`src/rtl/io_slave_responder.sv`:
```
// Target-side responder for the cyc/stb/ack I/O bus: one address window, NREG byte-writable registers.
// Optional err_o response for out-of-range register offsets when IO_RESP_ERR_EN is defined.
module io_slave_responder #(
   parameter logic [31:0] BASE  = 32'hFD0C0000,
   parameter int unsigned ABITS = 8,
   parameter int unsigned NREG  = 16,
   parameter int unsigned WAIT  = 2
) (
   input  logic                      clk_i,
   input  logic                      rst_i,
   input  logic                      cyc_i,
   input  logic                      stb_i,
   input  logic                      we_i,
   input  logic [3:0]                sel_i,
   input  logic [31:0]               adr_i,
   input  logic [31:0]               dat_i,
   output logic                      ack_o,
   output logic                      stall_o,
   output logic                      err_o,
   output logic [31:0]               dat_o,
   output logic [NREG*32-1:0]        reg_o,
   output logic                      wr_o,
   output logic [$clog2(NREG)-1:0]   wr_idx_o
);

   localparam int unsigned IXW = ABITS - 2;
   localparam int unsigned IW  = $clog2(NREG);
   localparam logic [IXW:0] NREG_L = (IXW+1)'(NREG);

`ifdef IO_RESP_ERR_EN
   localparam bit ERR_EN = 1'b1;
`else
   localparam bit ERR_EN = 1'b0;
`endif

   typedef enum logic [1:0] {IDLE, WAIT_ST, RESP, HOLD} state_t;

   state_t           state_q, state_d;
   logic [3:0]       cnt_q;
   logic             we_q;
   logic [3:0]       sel_q;
   logic [IXW-1:0]   idx_q;
   logic [31:0]      wdat_q;
   logic [31:0]      regs_q [NREG];

   logic             ack_q, ack_d;
   logic             stall_q, stall_d;
   logic             err_q, err_d;
   logic [31:0]      dat_q, dat_d;
   logic             wr_q, wr_d;
   logic [IW-1:0]    wr_idx_q, wr_idx_d;
   logic             commit;

   logic             cs, in_range;
   logic [31:0]      rdata;
   logic             unused_adr_lsb;

   assign cs             = cyc_i & stb_i & (adr_i[31:ABITS] == BASE[31:ABITS]);
   assign in_range       = ({1'b0, idx_q} < NREG_L);
   assign unused_adr_lsb = ^adr_i[1:0];

   always_comb begin
      rdata = '0;
      if (in_range) rdata = regs_q[idx_q[IW-1:0]];
   end

   // State register
   always_ff @(posedge clk_i) begin
      if (!rst_i) state_q <= IDLE;
      else        state_q <= state_d;
   end

   // Next-state logic; abort in WAIT_ST takes priority over the cnt==0 exit
   always_comb begin
      state_d = state_q;
      unique case (state_q)
         IDLE:    if (cs) state_d = WAIT_ST;
         WAIT_ST: begin
            if (!(cyc_i && stb_i)) state_d = IDLE;
            else if (cnt_q == 4'd0) state_d = RESP;
         end
         RESP:    state_d = HOLD;
         HOLD:    if (!stb_i) state_d = IDLE;
         default: state_d = IDLE;
      endcase
   end

   // Output next-values
   always_comb begin
      stall_d  = stall_q;
      ack_d    = ack_q;
      err_d    = err_q;
      dat_d    = dat_q;
      wr_d     = 1'b0;
      wr_idx_d = wr_idx_q;
      commit   = 1'b0;
      unique case (state_q)
         IDLE:    if (cs) stall_d = 1'b1;
         WAIT_ST: if (!(cyc_i && stb_i)) stall_d = 1'b0;
         RESP: begin
            if (ERR_EN && !in_range) begin
               err_d = 1'b1;
               dat_d = '0;
            end else begin
               ack_d = 1'b1;
               if (we_q) begin
                  dat_d = '0;
                  if (in_range) begin
                     commit   = 1'b1;
                     wr_d     = 1'b1;
                     wr_idx_d = idx_q[IW-1:0];
                  end
               end else begin
                  dat_d = rdata;
               end
            end
         end
         HOLD: begin
            if (!stb_i) begin
               ack_d   = 1'b0;
               err_d   = 1'b0;
               dat_d   = '0;
               stall_d = 1'b0;
            end
         end
         default: ;
      endcase
   end

   always_ff @(posedge clk_i) begin
      if (!rst_i) begin
         ack_q    <= 1'b0;
         stall_q  <= 1'b0;
         err_q    <= 1'b0;
         dat_q    <= '0;
         wr_q     <= 1'b0;
         wr_idx_q <= '0;
         cnt_q    <= '0;
         we_q     <= 1'b0;
         sel_q    <= '0;
         idx_q    <= '0;
         wdat_q   <= '0;
      end else begin
         ack_q    <= ack_d;
         stall_q  <= stall_d;
         err_q    <= err_d;
         dat_q    <= dat_d;
         wr_q     <= wr_d;
         wr_idx_q <= wr_idx_d;
         if (state_q == IDLE && cs) begin
            cnt_q  <= 4'(WAIT);
            we_q   <= we_i;
            sel_q  <= sel_i;
            idx_q  <= adr_i[ABITS-1:2];
            wdat_q <= dat_i;
         end else if (state_q == WAIT_ST && cnt_q != 4'd0) begin
            cnt_q <= cnt_q - 4'd1;
         end
      end
   end

   always_ff @(posedge clk_i) begin
      if (!rst_i) begin
         for (int unsigned n = 0; n < NREG; n++) regs_q[n] <= '0;
      end else if (commit) begin
         for (int unsigned k = 0; k < 4; k++)
            if (sel_q[k]) regs_q[idx_q[IW-1:0]][8*k +: 8] <= wdat_q[8*k +: 8];
      end
   end

   for (genvar g = 0; g < NREG; g++) begin : g_reg_out
      assign reg_o[g*32 +: 32] = regs_q[g];
   end

   assign ack_o    = ack_q;
   assign stall_o  = stall_q;
   assign err_o    = err_q;
   assign dat_o    = dat_q;
   assign wr_o     = wr_q;
   assign wr_idx_o = wr_idx_q;

endmodule

```
`config.mk`:
```
export PLATFORM = sky130hd
export DESIGN_NAME = io_slave_responder
export DESIGN_NICKNAME = d
export VERILOG_FILES = /design/src/rtl/io_slave_responder.sv
export SDC_FILE = /design/constraint.sdc
export NUM_CORES = 1
export LEC_CHECK = 0
export ABC_AREA = 1
export BUFFER_PORTS_ARGS = -buffer_cell sky130_fd_sc_hd__buf_4
export CORE_AREA = 2 2 244 246
export CTS_CLUSTER_DIAMETER = 150
export DETAILED_ROUTE_END_ITERATION = 16
export DIE_AREA = 0 0 246 248
export PLACE_DENSITY = 0.7
export SETUP_SLACK_MARGIN = 0.5
export SLEW_MARGIN = 30
export SYNTH_ARGS = -nofsm -noshare
export SYNTH_HDL_FRONTEND = slang
export SYNTH_SLANG_ARGS = --single-unit
```
`constraint.sdc`:
```
create_clock -name clk_i -period 6.59 [get_ports clk_i]
set_input_delay 0.3295 -clock clk_i [delete_from_list [all_inputs] [get_ports clk_i]]
set_output_delay 0.3295 -clock clk_i [all_outputs]
set_load 0.05 [all_outputs]
```
==> summary.md <==
| Metric | Value |
|---|---|
| CP Data Arrival Time | `3.52 ns` |
| Final setup violation count | `0` |
| R2R depth | `8` |
| Worst IR drop on VDD | `181 uV` |
| Max_slew headroom | `17.1%` |
| Routed Wire Length | `102 mm` |
| Post-DP Area | `31900 sq um` |
| Largest family of logic cells by synthesized area | `simple AND/OR/NAND/NOR gates` |
| CTS Buffer Depth | `3` |
| Post-synth cell types | `24` |
| Synth Area per Inst | `9.45 sq um` |
| Most numerous cell in the Yosys netlist | `nor2_1` |
| Post-route clock skew | `0.0192 ns` |
| CTS buffer count | `61` |
| ANT cells | `0` |
| Core Footprint | `58500 sq um` |
| Port bufs | `621` |
| Hold/Removal Path Class | `in2reg` |
| Mux cell area share after synthesis | `0%` |
| Starting density of the core | `45.6%` |
| IO Pins | `625` |
| DIE HEIGHT | `248 um` |
| Ys async rst share | `0%` |
| Htree depth | `2` |
| Clock slew at reported path FFs | `0.06 ns` |
| Design area | `34100 sq um` |
| Total gr overflow | `0` |
| Pre-antenna DRT Iters | `7` |
| CP Launch Type | `flop` |
| PwrDens | `253 nW/um^2` |
| RD Place Congestion | `0.903` |
| Worst Path Required | `6.85 ns` |
| Wire per inst | `24.1 um` |
| Post-route total power | `8.64 mW` |
| Post-DR vias/cell | `5.58` |
| Post-CTS Repair Setup Buffers | `0` |
| Fin util | `58.4%` |
| Syn Nets | `2896` |
| Post-cts hold buffer count | `29` |
| Area share of the largest cell type after synthesis | `57.7%` |
| RSZ-0062 raised after global routing | `no` |
| Fmax | `307 MHz` |
| Comb power frac | `9.2%` |
| Global-route wire length before repair | `142 mm` |
| Status | `finished clean` |
| Antenna Nets Post-Route | `0` |
| Worst hold path cell count | `3` |
| Crit Path Max Fanout | `16` |
| Switching Power | `2.18 mW` |
| Main area contributors after synthesis | `edfxtp_1, nor2_1, nand2_1, dfxtp_1, nand3_1` |
| Seq pwr share | `50.2%` |
| Vias | `23500` |
| HP Start | `dat_i[30]` |
| Fillers | `5101` |
| Gr usage total | `32.0%` |
| Simple-Gate Fraction of Synth Area | `23.3%` |
| Post-Synth XOR/XNOR Area | `0.0328%` |
| Number of global-route vias before repair | `21600` |
| Synthesis Warnings | `0` |
| Kind of critical path | `reg2reg` |
| Synth-to-Final Area Change | `28.0%` |
| Slew @ Worst Pin | `1.24 ns` |
| Endpoint class of the critical path | `flop` |
| # rows | `89` |
| Pint | `6.46 mW` |
| Cell taking the most area after synthesis | `edfxtp_1` |
| Iter 0 DRT Violations | `2572` |
| Die ar. | `61000 sq um` |
| Post_cts resized | `0` |
| Top post-synthesis cells by count | `nor2_1, nand2_1, edfxtp_1, nand3_1, o21ai_0` |
| Share of layout cells above drive strength 1 | `23.4%` |
| Sw Ratio | `25.2%` |
| TritonCTS clock tree | `done` |
| Compound-Gate Fraction of Synth Area | `7.15%` |
| Sequential element share of the synthesized area | `64.6%` |
| Clk pwr share | `40.6%` |
| Final hold vios | `0` |
| Die width | `246 um` |
| Final setup TNS | `0 ns` |
| Synth Flop Type | `edfxtp_1` |
| Final Slew Violations | `0` |
| Post-Synth Adder-Cell Area | `0.0469%` |
| Drt drc | `0` |
| Initial antenna violation count | `2` |
| Clk_lat worst skew | `0.63 ns` |
| DP HPWL | `70.1 mm` |
| Max-cap violations | `0` |
| Layout net count | `3460` |
| Period utilization | `49.4%` |
| EDFF count, synth | `512` |
| Flops & latches, synth | `604` |
| Syn Std Cell Area | `26700 sq um` |
| Largest net degree at the start of global routing | `205` |
| CTS root buf | `clkbuf_16` |
| # clock sinks | `604` |
| Post-Syn Instances | `2822` |
| Leak | `13.3 nW` |
| Fin crit period | `3.26 ns` |
-- registers in the layout, summed over array words and instances, names as in the netlist, named ones only --
name,cells
idx_q,6
sel_q,4
we_q,1
stall_o,1
cnt_q,4
wr_idx_o,4
state_q,1
regs_q,512
wdat_q,32
dat_o,32
ack_o,1
wr_o,1
-- critical path: stages, from the launching register on --
cell	delay (ns)
dfxtp_1	0.38
inv_2	0.06
nor2_2	0.18
inv_2	0.09
nor3_4	0.28
nand2_2	0.27
nor2_4	0.59
nand2_1	0.48
nand2_1	0.53
-- layout by cell type (no fill, tap or decap), types with 7 or more instances in the layout --
cell type      count
clkinv_2          16
a21oi_1           89
clkinv_1          36
clkbuf_1          19
buf_4            643
dfxtp_1           88
nor2_1           728
clkbuf_16         64
nand3_1          200
inv_1            121
o211ai_1          98
o21ai_0          145
dlygate4sd3_1     29
edfxtp_1         512
nand2_1          560
inv_2              7
nor2_2             7
nand2_2           41
-- layer usage --
layer	routed length [um]	global-route usage, %	vias to the layer above
li1	-	-	10500
met1	38200	41.9	11200
met2	47800	52.0	1524
met3	11200	6.60	230
met4	4260	13.0	4
met5	26	0	-
-- final timing paths --
kind	end	slack, ns
min reg2reg	idx_q[5]	0.45
max	regs_q[10][11]	3.33
min	wdat_q[30]	0.02
max reg2reg	regs_q[10][11]	3.33
-- cells by family after synthesis --
group | count (synthesis)
and+or+nand+nor | 1548
DFF | 604
buffers and inverters | 335
AOI/OAI and AO/OA | 332
xor gates and xnor gates | 1
adders and majority gates | 1
other | 1
-- metrics by stage --
stage	instances	setup WS (ns)	hold WS, ns
6_report	4212	3.33	0.0200
5_1_grt	4212	3.17	0.0176
4_1_cts	4212	3.32	0.00168
3_5_place_dp	4067	3.35	0.439
3_3_place_gp	4066	3.36	0.433
2_1_floorplan	2822	4.52	0.424
-- cell type report --
type                       count  area (sq um)  area share, %
sequential                   604         17200           50.5
tap                          773           967           2.83
timing repair buffer         674          5160           15.1
inverter                     162           618           1.81
multi-input combinational   1883          8180           24.0
clock buffer                  88          1720           5.05
clock inverter                28           269          0.788
-- power groups by stage --
stage	clock network [mW]	logic [mW]	registers (mW)
5_1_grt	3.65	0.823	4.34
3_5_place_dp	0	0.778	4.41
6_report	3.51	0.792	4.34
2_1_floorplan	0	0.119	4.77
4_1_cts	3.51	0.793	4.33
3_3_place_gp	0	0.774	4.41
Note: power is estimated with default switching activity, not from simulation.
